**src/rtl/csi2_vc_rr_scheduler.sv**
```systemverilog
// csi2_vc_rr_scheduler
//   Four-requester round-robin packet scheduler for the CSI-2 4-to-1 merge
//   path. Hands the TX packet engine to one header buffer per packet. A short
//   packet is held until its header is accepted. A long packet is held until
//   xfrdone. Each packet is tagged with VC = requester index, and a minimum
//   idle gap follows each packet.
//
//   Optional feature macro: CSI2_SCHED_TIMEOUT_EN adds an XFER watchdog that
//   aborts a long packet after TIMEOUT_CYC cycles. Without the macro,
//   timeout_o is tied 0.
//
// Ports
//   clk_i, rst_i   TX byte clock, async active-high reset
//   req_i          per-buffer packet request (level, held until gnt)
//   wdcnt_i        per-buffer word count / short data, WC_W bits each
//   dtype_i        per-buffer data type, 6 bits each
//   sptype_i       per-buffer short(1)/long(0) flag
//   xfrdone_i      per-buffer long-packet payload done pulse
//   c2d_rdy_i      TX engine can take a header
//   c2d_req_o      header valid to TX engine
//   wdcnt_o, dtype_o, vc_o, sptype_o   latched header of the granted buffer
//   lp_start_o     pulse: long-packet header accepted
//   gnt_o          one-hot grant, held for the whole packet
//   busy_o         scheduler not idle
//   timeout_o      pulse on watchdog abort
module csi2_vc_rr_scheduler #(
   parameter int NREQ        = 4,
   parameter int WC_W        = 16,
   parameter int SP_GAP      = 2,
   parameter int TIMEOUT_CYC = 65535
) (
   input  logic                 clk_i,
   input  logic                 rst_i,
   input  logic [NREQ-1:0]      req_i,
   input  logic [NREQ*WC_W-1:0] wdcnt_i,
   input  logic [NREQ*6-1:0]    dtype_i,
   input  logic [NREQ-1:0]      sptype_i,
   input  logic [NREQ-1:0]      xfrdone_i,
   input  logic                 c2d_rdy_i,
   output logic                 c2d_req_o,
   output logic [WC_W-1:0]      wdcnt_o,
   output logic [5:0]           dtype_o,
   output logic [1:0]           vc_o,
   output logic                 sptype_o,
   output logic                 lp_start_o,
   output logic [NREQ-1:0]      gnt_o,
   output logic                 busy_o,
   output logic                 timeout_o
);

   typedef enum logic [2:0] {IDLE, ARB, HDR, XFER, GAP} state_t;

   localparam int GW = (SP_GAP > 1) ? $clog2(SP_GAP) : 1;

   state_t          state, nxt, end_st;
   logic [1:0]      ptr;
   logic [1:0]      win;
   logic            win_vld;
   logic [GW-1:0]   gap_cnt;
   logic            xfr_done;
   logic            to_hit;

   // With no gap configured, a finished packet returns straight to IDLE.
   assign end_st   = (SP_GAP == 0) ? IDLE : GAP;
   assign xfr_done = xfrdone_i[vc_o];

   // Round-robin search starting one past the last winner. The 2-bit index
   // wraps, so i == NREQ revisits the last winner itself.
   always_comb begin
      logic [1:0] idx;
      win_vld = 1'b0;
      win     = ptr;
      for (int i = 1; i <= NREQ; i++) begin
         idx = ptr + 2'(i);
         if (!win_vld && req_i[idx]) begin
            win_vld = 1'b1;
            win     = idx;
         end
      end
   end

`ifdef CSI2_SCHED_TIMEOUT_EN
   localparam int TW = $clog2(TIMEOUT_CYC + 1);
   logic [TW-1:0] xfer_cnt;

   // The counter is zero on the first XFER cycle, so the abort lands
   // TIMEOUT_CYC cycles after XFER entry. A done pulse on the same cycle wins.
   assign to_hit    = (state == XFER) && (xfer_cnt == TW'(TIMEOUT_CYC)) && !xfr_done;
   assign timeout_o = to_hit;

   always_ff @(posedge clk_i or posedge rst_i) begin
      if (rst_i)               xfer_cnt <= '0;
      else if (state != XFER)  xfer_cnt <= '0;
      else                     xfer_cnt <= xfer_cnt + 1'b1;
   end
`else
   assign to_hit    = 1'b0;
   assign timeout_o = 1'b0;
`endif

   always_comb begin
      nxt = state;
      case (state)
         IDLE:    if (|req_i) nxt = ARB;
         ARB:     nxt = win_vld ? HDR : IDLE;
         HDR:     if (c2d_rdy_i) nxt = sptype_o ? end_st : XFER;
         XFER:    if (xfr_done || to_hit) nxt = end_st;
         GAP:     if (gap_cnt == '0) nxt = IDLE;
         default: nxt = IDLE;
      endcase
   end

   always_ff @(posedge clk_i or posedge rst_i) begin
      if (rst_i) state <= IDLE;
      else       state <= nxt;
   end

   // Header latch, grant, pointer and gap counter.
   always_ff @(posedge clk_i or posedge rst_i) begin
      if (rst_i) begin
         ptr      <= 2'd3;
         wdcnt_o  <= '0;
         dtype_o  <= '0;
         vc_o     <= '0;
         sptype_o <= 1'b0;
         gnt_o    <= '0;
         gap_cnt  <= '0;
      end else begin
         if (state == ARB && win_vld) begin
            ptr      <= win;
            vc_o     <= win;
            wdcnt_o  <= wdcnt_i[int'(win)*WC_W +: WC_W];
            dtype_o  <= dtype_i[int'(win)*6 +: 6];
            sptype_o <= sptype_i[win];
            gnt_o    <= NREQ'(1) << win;
         end
         // The grant ends when the packet ends. HDR->XFER keeps it.
         if ((state == HDR || state == XFER) && nxt != state && nxt != XFER)
            gnt_o <= '0;
         if (nxt == GAP && state != GAP)
            gap_cnt <= GW'(SP_GAP - 1);
         else if (state == GAP && gap_cnt != '0)
            gap_cnt <= gap_cnt - 1'b1;
      end
   end

   assign c2d_req_o  = (state == HDR);
   assign lp_start_o = (state == HDR) && c2d_rdy_i && !sptype_o;
   assign busy_o     = (state != IDLE);

endmodule

```
**config.mk**
```make
export PLATFORM = sky130hd
export DESIGN_NAME = csi2_vc_rr_scheduler
export DESIGN_NICKNAME = d
export VERILOG_FILES = /design/src/rtl/csi2_vc_rr_scheduler.sv
export SDC_FILE = /design/constraint.sdc
export NUM_CORES = 1
export LEC_CHECK = 0
export CAP_MARGIN = 20
export CORE_ASPECT_RATIO = 1.5
export CORE_MARGIN = 2
export CORE_UTILIZATION = 30
export DETAILED_ROUTE_END_ITERATION = 12
export PLACE_DENSITY = 0.68
export SLEW_MARGIN = 20
export SYNTH_ARGS = -nofsm -noshare
export SYNTH_HDL_FRONTEND = slang
export SYNTH_SLANG_ARGS = --single-unit
```
**constraint.sdc**
```tcl
create_clock -name clk_i -period 2.12 [get_ports clk_i]
set_input_delay 0.212 -clock clk_i [delete_from_list [all_inputs] [get_ports clk_i]]
set_output_delay 0.212 -clock clk_i [all_outputs]
set_load 0.01 [all_outputs]
```
==> flow_metrics.tcl, run 1 <==
set metrics [dict create \
    final_area_um2 3800 \
    fp.dieH_um 107 \
    ant_nets 0 \
    cts_made_buffers 5 \
    root_buffer "clkbuf_8" \
    post-route-util 0.550 \
    postCtsSetupBuffers 0 \
    holdBufCountCts 0 \
    design.core.area_um2 6900 \
    synth_seq_cells 35 \
    yosysWarnings 0 \
    grt.overflow.total 0 \
    cts_sinks 35 \
    drv_cap 0 \
    post_synth_inst_count 248 \
    rsz0062_at_grt "no" \
    ir_drop_mv 0.696 \
    finalSetupViolations 0 \
    drc 0 \
    nNetsFinal 492 \
    period_share 0.915 \
    hpwl_mm 5.91 \
    skew_ns 0.00861 \
    pin_count 136 \
    insertion_delay_ns 0.29 \
    crit_type "reg2reg" \
    endpoint_kind "register" \
    drt-total-wl_mm 7.64 \
    gp_congestion 0.798 \
    worstPathMaxFanout 24 \
    cts_max_path_buffers 2 \
    syn_area_per_cell_um2 8.64 \
    n_antenna_cell 0 \
    via_per_inst 5.37 \
    clock.fmax_mhz 516 \
    syn-cell-area_um2 2140 \
    status "complete, no violations" \
    drtIter0Drc 161 \
    yosysUniqueCellTypes 36 \
    synth.net_count 351 \
    drv_slew 0 \
    stdcell_count 468 \
    track_usage 0.197 \
    path_clk_slew_ns 0.08 \
    dr.pass1.iters 4 \
    via_count 2514 \
    min_path_type "in2async" \
    avgRoutedWirePerCell_um 16.3 \
    rows 37 \
    place.detailed.instances 460 \
    cellPowerDensity_nw_per_um2 1270 \
    tritoncts "yes" \
    power.total_uw 4810 \
    grt_start_max_net_pins 36 \
    cp.required_ns 2.28 \
    layout-drive-gt1-share 0.0923 \
    cp.arrival_ns 2.10 \
    holdWs_ns 0.314 \
    antenna_found_initial 1 \
    htree_levels 2 \
    portBuffers 134 \
    place_area_um2 3700 \
    area_growth_pct 77.2 \
    min_period_ns 1.94 \
    initial_core_util 0.311 \
    dieWidth_um 73.0 \
    fillers 655 \
    seq_area_frac_synth 0.410 \
    r2r_setup_slack_ns 0.18 \
    critPathLaunchType "register" \
    die_area_um2 7850 \
    grt_pass1_wl_mm 12.0 \
    hold_viol 0 \
    power.leakage_uw 0.00146 \
    grt_pass1_vias 2569 \
]
[cell type report]
cell class                      count  area (µm²)  share of cell area
Clock buffer                        5        68.8              0.0181
Clock inverter                      3        20.0             0.00527
Inverter                            2        7.51             0.00198
Multi-Input combinational cell    188        1140               0.302
Sequential cell                    35         878               0.231
Tap cell                           78        97.6              0.0257
Timing Repair Buffer              157        1580               0.416
[layout by cell type, fill, tap and decap left out, types with 8 or more instances in the layout]
cell | netlist | final
nand3b_1 | 24 | 24
dfrtp_1 | 33 | 33
nand2_1 | 8 | 8
a221oi_1 | 23 | 23
nand3_1 | 24 | 24
buf_4 | 1 | 18
clkdlybuf4s50_1 | 0 | 133
nor2_1 | 45 | 45
a31oi_1 | 23 | 23
[routing by layer]
metal	routed length (µm)	track usage	part of all wire
met3	592	0.0609	0.078
met1	2830	0.216	0.37
met2	3990	0.348	0.52
met4	214	0.0741	0.028
met5	15	0	0.0020
[worst paths after layout]
kind                             startpoint         end  cells after the start
worst max-delay path                 ptr[0]  wdcnt_o[1]                      6
worst min-delay path                  rst_i    sptype_o                      3
worst max register to register       ptr[0]  wdcnt_o[1]                      6
worst min register to register      vc_o[1]     vc_o[1]                      2
max in group asynchronous             rst_i      ptr[1]                      3
min in group clk_i              dtype_i[13]  dtype_o[1]                      3
[timing repair]
item,4_1_cts,5_1_grt
gates resized for setup,0,1
endpoints found under the hold margin,0,0
endpoints found under the setup margin,0,1
[flip-flops by register name (all words and copies together), names as in the netlist]
signal,count
gnt_o,4
ptr,2
vc_o,2
sptype_o,1
dtype_o,6
gap_cnt,1
wdcnt_o,16
state,3
[synth_stat cells]
cell,count,share of area
nand3_1,24,0.056
a32o_1,1,0.0047
a21boi_0,1,0.0035
nor2b_1,2,0.0058
a2bb2oi_1,1,0.0041
and2_1,2,0.0058
buf_4,1,0.0035
o21ai_0,4,0.0093
nor2_1,45,0.079
or3_1,1,0.0029
buf_6,2,0.011
inv_1,2,0.0035
nand2_1,8,0.014
dfstp_2,2,0.025
nor4b_1,1,0.0041
nor3b_1,1,0.0035
mux4_2,1,0.011
a221oi_1,23,0.094
nand2b_1,5,0.015
a211oi_1,1,0.0035
a31o_2,1,0.0041
a22o_1,3,0.012
o2bb2ai_1,2,0.0082
clkbuf_1,9,0.016
buf_2,11,0.026
a21oi_2,1,0.0041
nor3_1,5,0.012
a31oi_1,23,0.067
a21oi_1,3,0.0070
dfrtp_1,33,0.39
o21a_1,1,0.0035
or3b_1,1,0.0041
o21bai_1,1,0.0035
conb_1,1,0.0018
o311ai_0,1,0.0041
nand3b_1,24,0.084
[per-stage QoR]
stage,setup WS [ns],setup TNS [ns]
final,0.181,0
after global routing,0.0177,0
after CTS,0.0128,0
after detailed placement,-0.0340,-0.139
after global placement,-0.00158,-0.00158
after floorplan,0.374,0
[power breakdown]
group          internal [µW]  switching, µW  leakage, µW
clock                    229            258    0.0000402
sequential              1030            261     0.000398
combinational           1600           1440      0.00103
[worst max-delay path, cell delays in order (launching register included)]
cell	delay, ns
dfstp_2	0.60
nor2b_1	0.11
or3b_1	0.41
a21oi_4	0.29
buf_12	0.19
nand3b_1	0.13
a31oi_1	0.08
[cell families (layout without fill, tap and decap cells)]
family          after synthesis  in the layout  share of synthesized area
simple gates                119            119                      0.286
compound gates               67             67                      0.233
flops                        35             35                      0.410
buf+inv                      25            167                     0.0590
other cells                   1              1                    0.00175
mux                           1              1                     0.0105
Note: power is estimated with default switching activity, not from simulation.
==> inputs of run 2 (changes only) <==
==> constraint.sdc (replaced) <==
create_clock -name clk_i -period 2.12 [get_ports clk_i]
set_input_delay 0.636 -clock clk_i [delete_from_list [all_inputs] [get_ports clk_i]]
set_output_delay 0.636 -clock clk_i [all_outputs]
set_load 0.01 [all_outputs]
==> run 2 against run 1 <==
  * Cell count increased by 2.4%
  * Critical endpoint is now busy_o
  * Final area increased by 6.8%
  * Sequential share of layout area decreased by 1.5 points
  * Core utilization increased by 3.7 points
  * Register-to-register slack got worse by 0.05 ns
  * Clock power increased by 29%
==> flow_metrics.tcl, run 2 (same netlist as run 1, synthesis figures left out) <==
set metrics [dict create \
    track_usage 0.206 \
    drv_cap 0 \
    grt.overflow.total 0 \
    ant_nets 0 \
    grt_pass1_vias 2693 \
    layout-drive-gt1-share 0.155 \
    rsz0062_at_grt "no" \
    hold_viol 0 \
    largest_register_ffs 16 \
    htree_levels 2 \
    gr-usage-met1 0.205 \
    rr_endpoint "wdcnt_o[1]" \
    finalSetupViolations 0 \
    period_share 0.960 \
    via_per_inst 5.31 \
    insertion_delay_ns 0.28 \
    hp-start "gap_cnt" \
    crit_type "reg2out" \
    cp.arrival_ns 1.40 \
    cts_made_buffers 5 \
    area_growth_pct 89.3 \
    rows 37 \
    gp_congestion 0.883 \
    met2_usage 0.386 \
    power.total_uw 5340 \
    layout_commonest_cell "clkdlybuf4s50_1" \
    portBuffers 134 \
    regMostFlops "wdcnt_o" \
    fp.dieH_um 107 \
    drc 0 \
    endpoint_kind "primary output" \
    dieWidth_um 73.0 \
    grt_start_max_net_pins 36 \
    clock.fmax_mhz 492 \
    min_period_ns 2.03 \
    r2r_setup_slack_ns 0.13 \
    reg.largest.list "wdcnt_o x16, dtype_o x6, gnt_o x4" \
    hpwl_mm 5.81 \
    cts_max_path_buffers 2 \
    grt_pass1_wl_mm 12.6 \
    tritoncts "yes" \
    critPathLaunchType "register" \
    cts_sinks 35 \
    layout_common_cells "clkdlybuf4s50_1, nor2_1, dfrtp_1" \
    avgRoutedWirePerCell_um 16.3 \
    holdWs_ns 0.532 \
    nNetsFinal 503 \
    crit_path_start "state[2]" \
    antenna_found_initial 0 \
    grt-busiest-layer "met2" \
    min_path_type "reg2reg" \
    dr.pass1.iters 4 \
    drv_slew 0 \
    final_area_um2 4050 \
    worstPathMaxFanout 4 \
    root_buffer "clkbuf_8" \
    status "complete, no violations" \
    ir_drop_mv 0.562 \
    via_count 2545 \
    n_antenna_cell 0 \
    pin_count 136 \
    initial_core_util 0.311 \
    cp.required_ns 1.48 \
    use_met3 0.0590 \
    cellPowerDensity_nw_per_um2 1320 \
    post-route-util 0.588 \
    skew_ns 0.00377 \
    path_clk_slew_ns 0.07 \
    design.core.area_um2 6900 \
    endpoint "busy_o" \
    drt-total-wl_mm 7.82 \
    r2r-start "ptr[0]" \
    die_area_um2 7850 \
    drtIter0Drc 129 \
    place_area_um2 3760 \
    power.leakage_uw 0.00163 \
    worstRegToRegCells 8 \
]
## run 2: cell count changes in the layout (fill, tap and decap cells not counted), moves of 2 or more
cell	change
clkdlybuf4s50_1	-7
a221oi_1	-6
clkinvlp_4	-2
bufbuf_16	+2
dlygate4sd2_1	+4
buf_4	+6
a221oi_2	+6
## run 2: report_power, final
part / switching (µW) / leakage, µW / internal (µW)
Combinational: 1560 / 0.00117 / 1880
Sequential: 244 / 0.000398 / 1030
Clock: 247 / 0.0000612 / 381
Total: 2060 / 0.00163 / 3290
## run 2: worst max-delay path, stage by stage (launching register included)
cell	delay, ns
dfrtp_1	0.38
buf_4	0.15
or3_1	0.36
clkdlybuf4s15_1	0.24
## run 2: how the worst min path moves through the flow
stage                to  slack (ns)  cells past startpoint
2_1_floorplan   gap_cnt        0.47                      1
3_3_place_gp   state[2]        0.50                      1
3_5_place_dp   state[2]        0.51                      1
4_1_cts        state[2]        0.53                      1
5_1_grt        state[2]        0.56                      1
6_report       state[2]        0.53                      1
## run 2: layout make-up
type | instances | area, µm²
clock buffer | 6 | 82.6
clock inverter | 2 | 35.0
fill | 630 | 2840
inverter | 2 | 7.51
multi-input combinational | 188 | 1220
sequential | 35 | 878
tap | 78 | 97.6
timing repair buffer | 168 | 1730
## run 2: through the flow
stage	setup slack, ns	setup TNS [ns]	cells
final	0.0857	0	479
after global routing	0.00508	0	479
after CTS	0.0119	0	479
after detailed placement	-0.446	-11.07	467
after global placement	-0.464	-10.93	467
after floorplan	0.236	0	248
## run 2: what timing repair did
action | CTS | global route
gates resized for setup | 27 | 7
endpoints found under the setup margin | 31 | 27
cloned | 3 | 0
pin swaps | 2 | 2
buffers inserted | 1 | 0
hold buffers | 0 | 0
## run 2: routing by layer
layer,vias to the layer above,share of wire
li1,1238,-
met1,1177,0.37
met2,112,0.53
met3,18,0.072
met4,0,0.028
met5,-,0
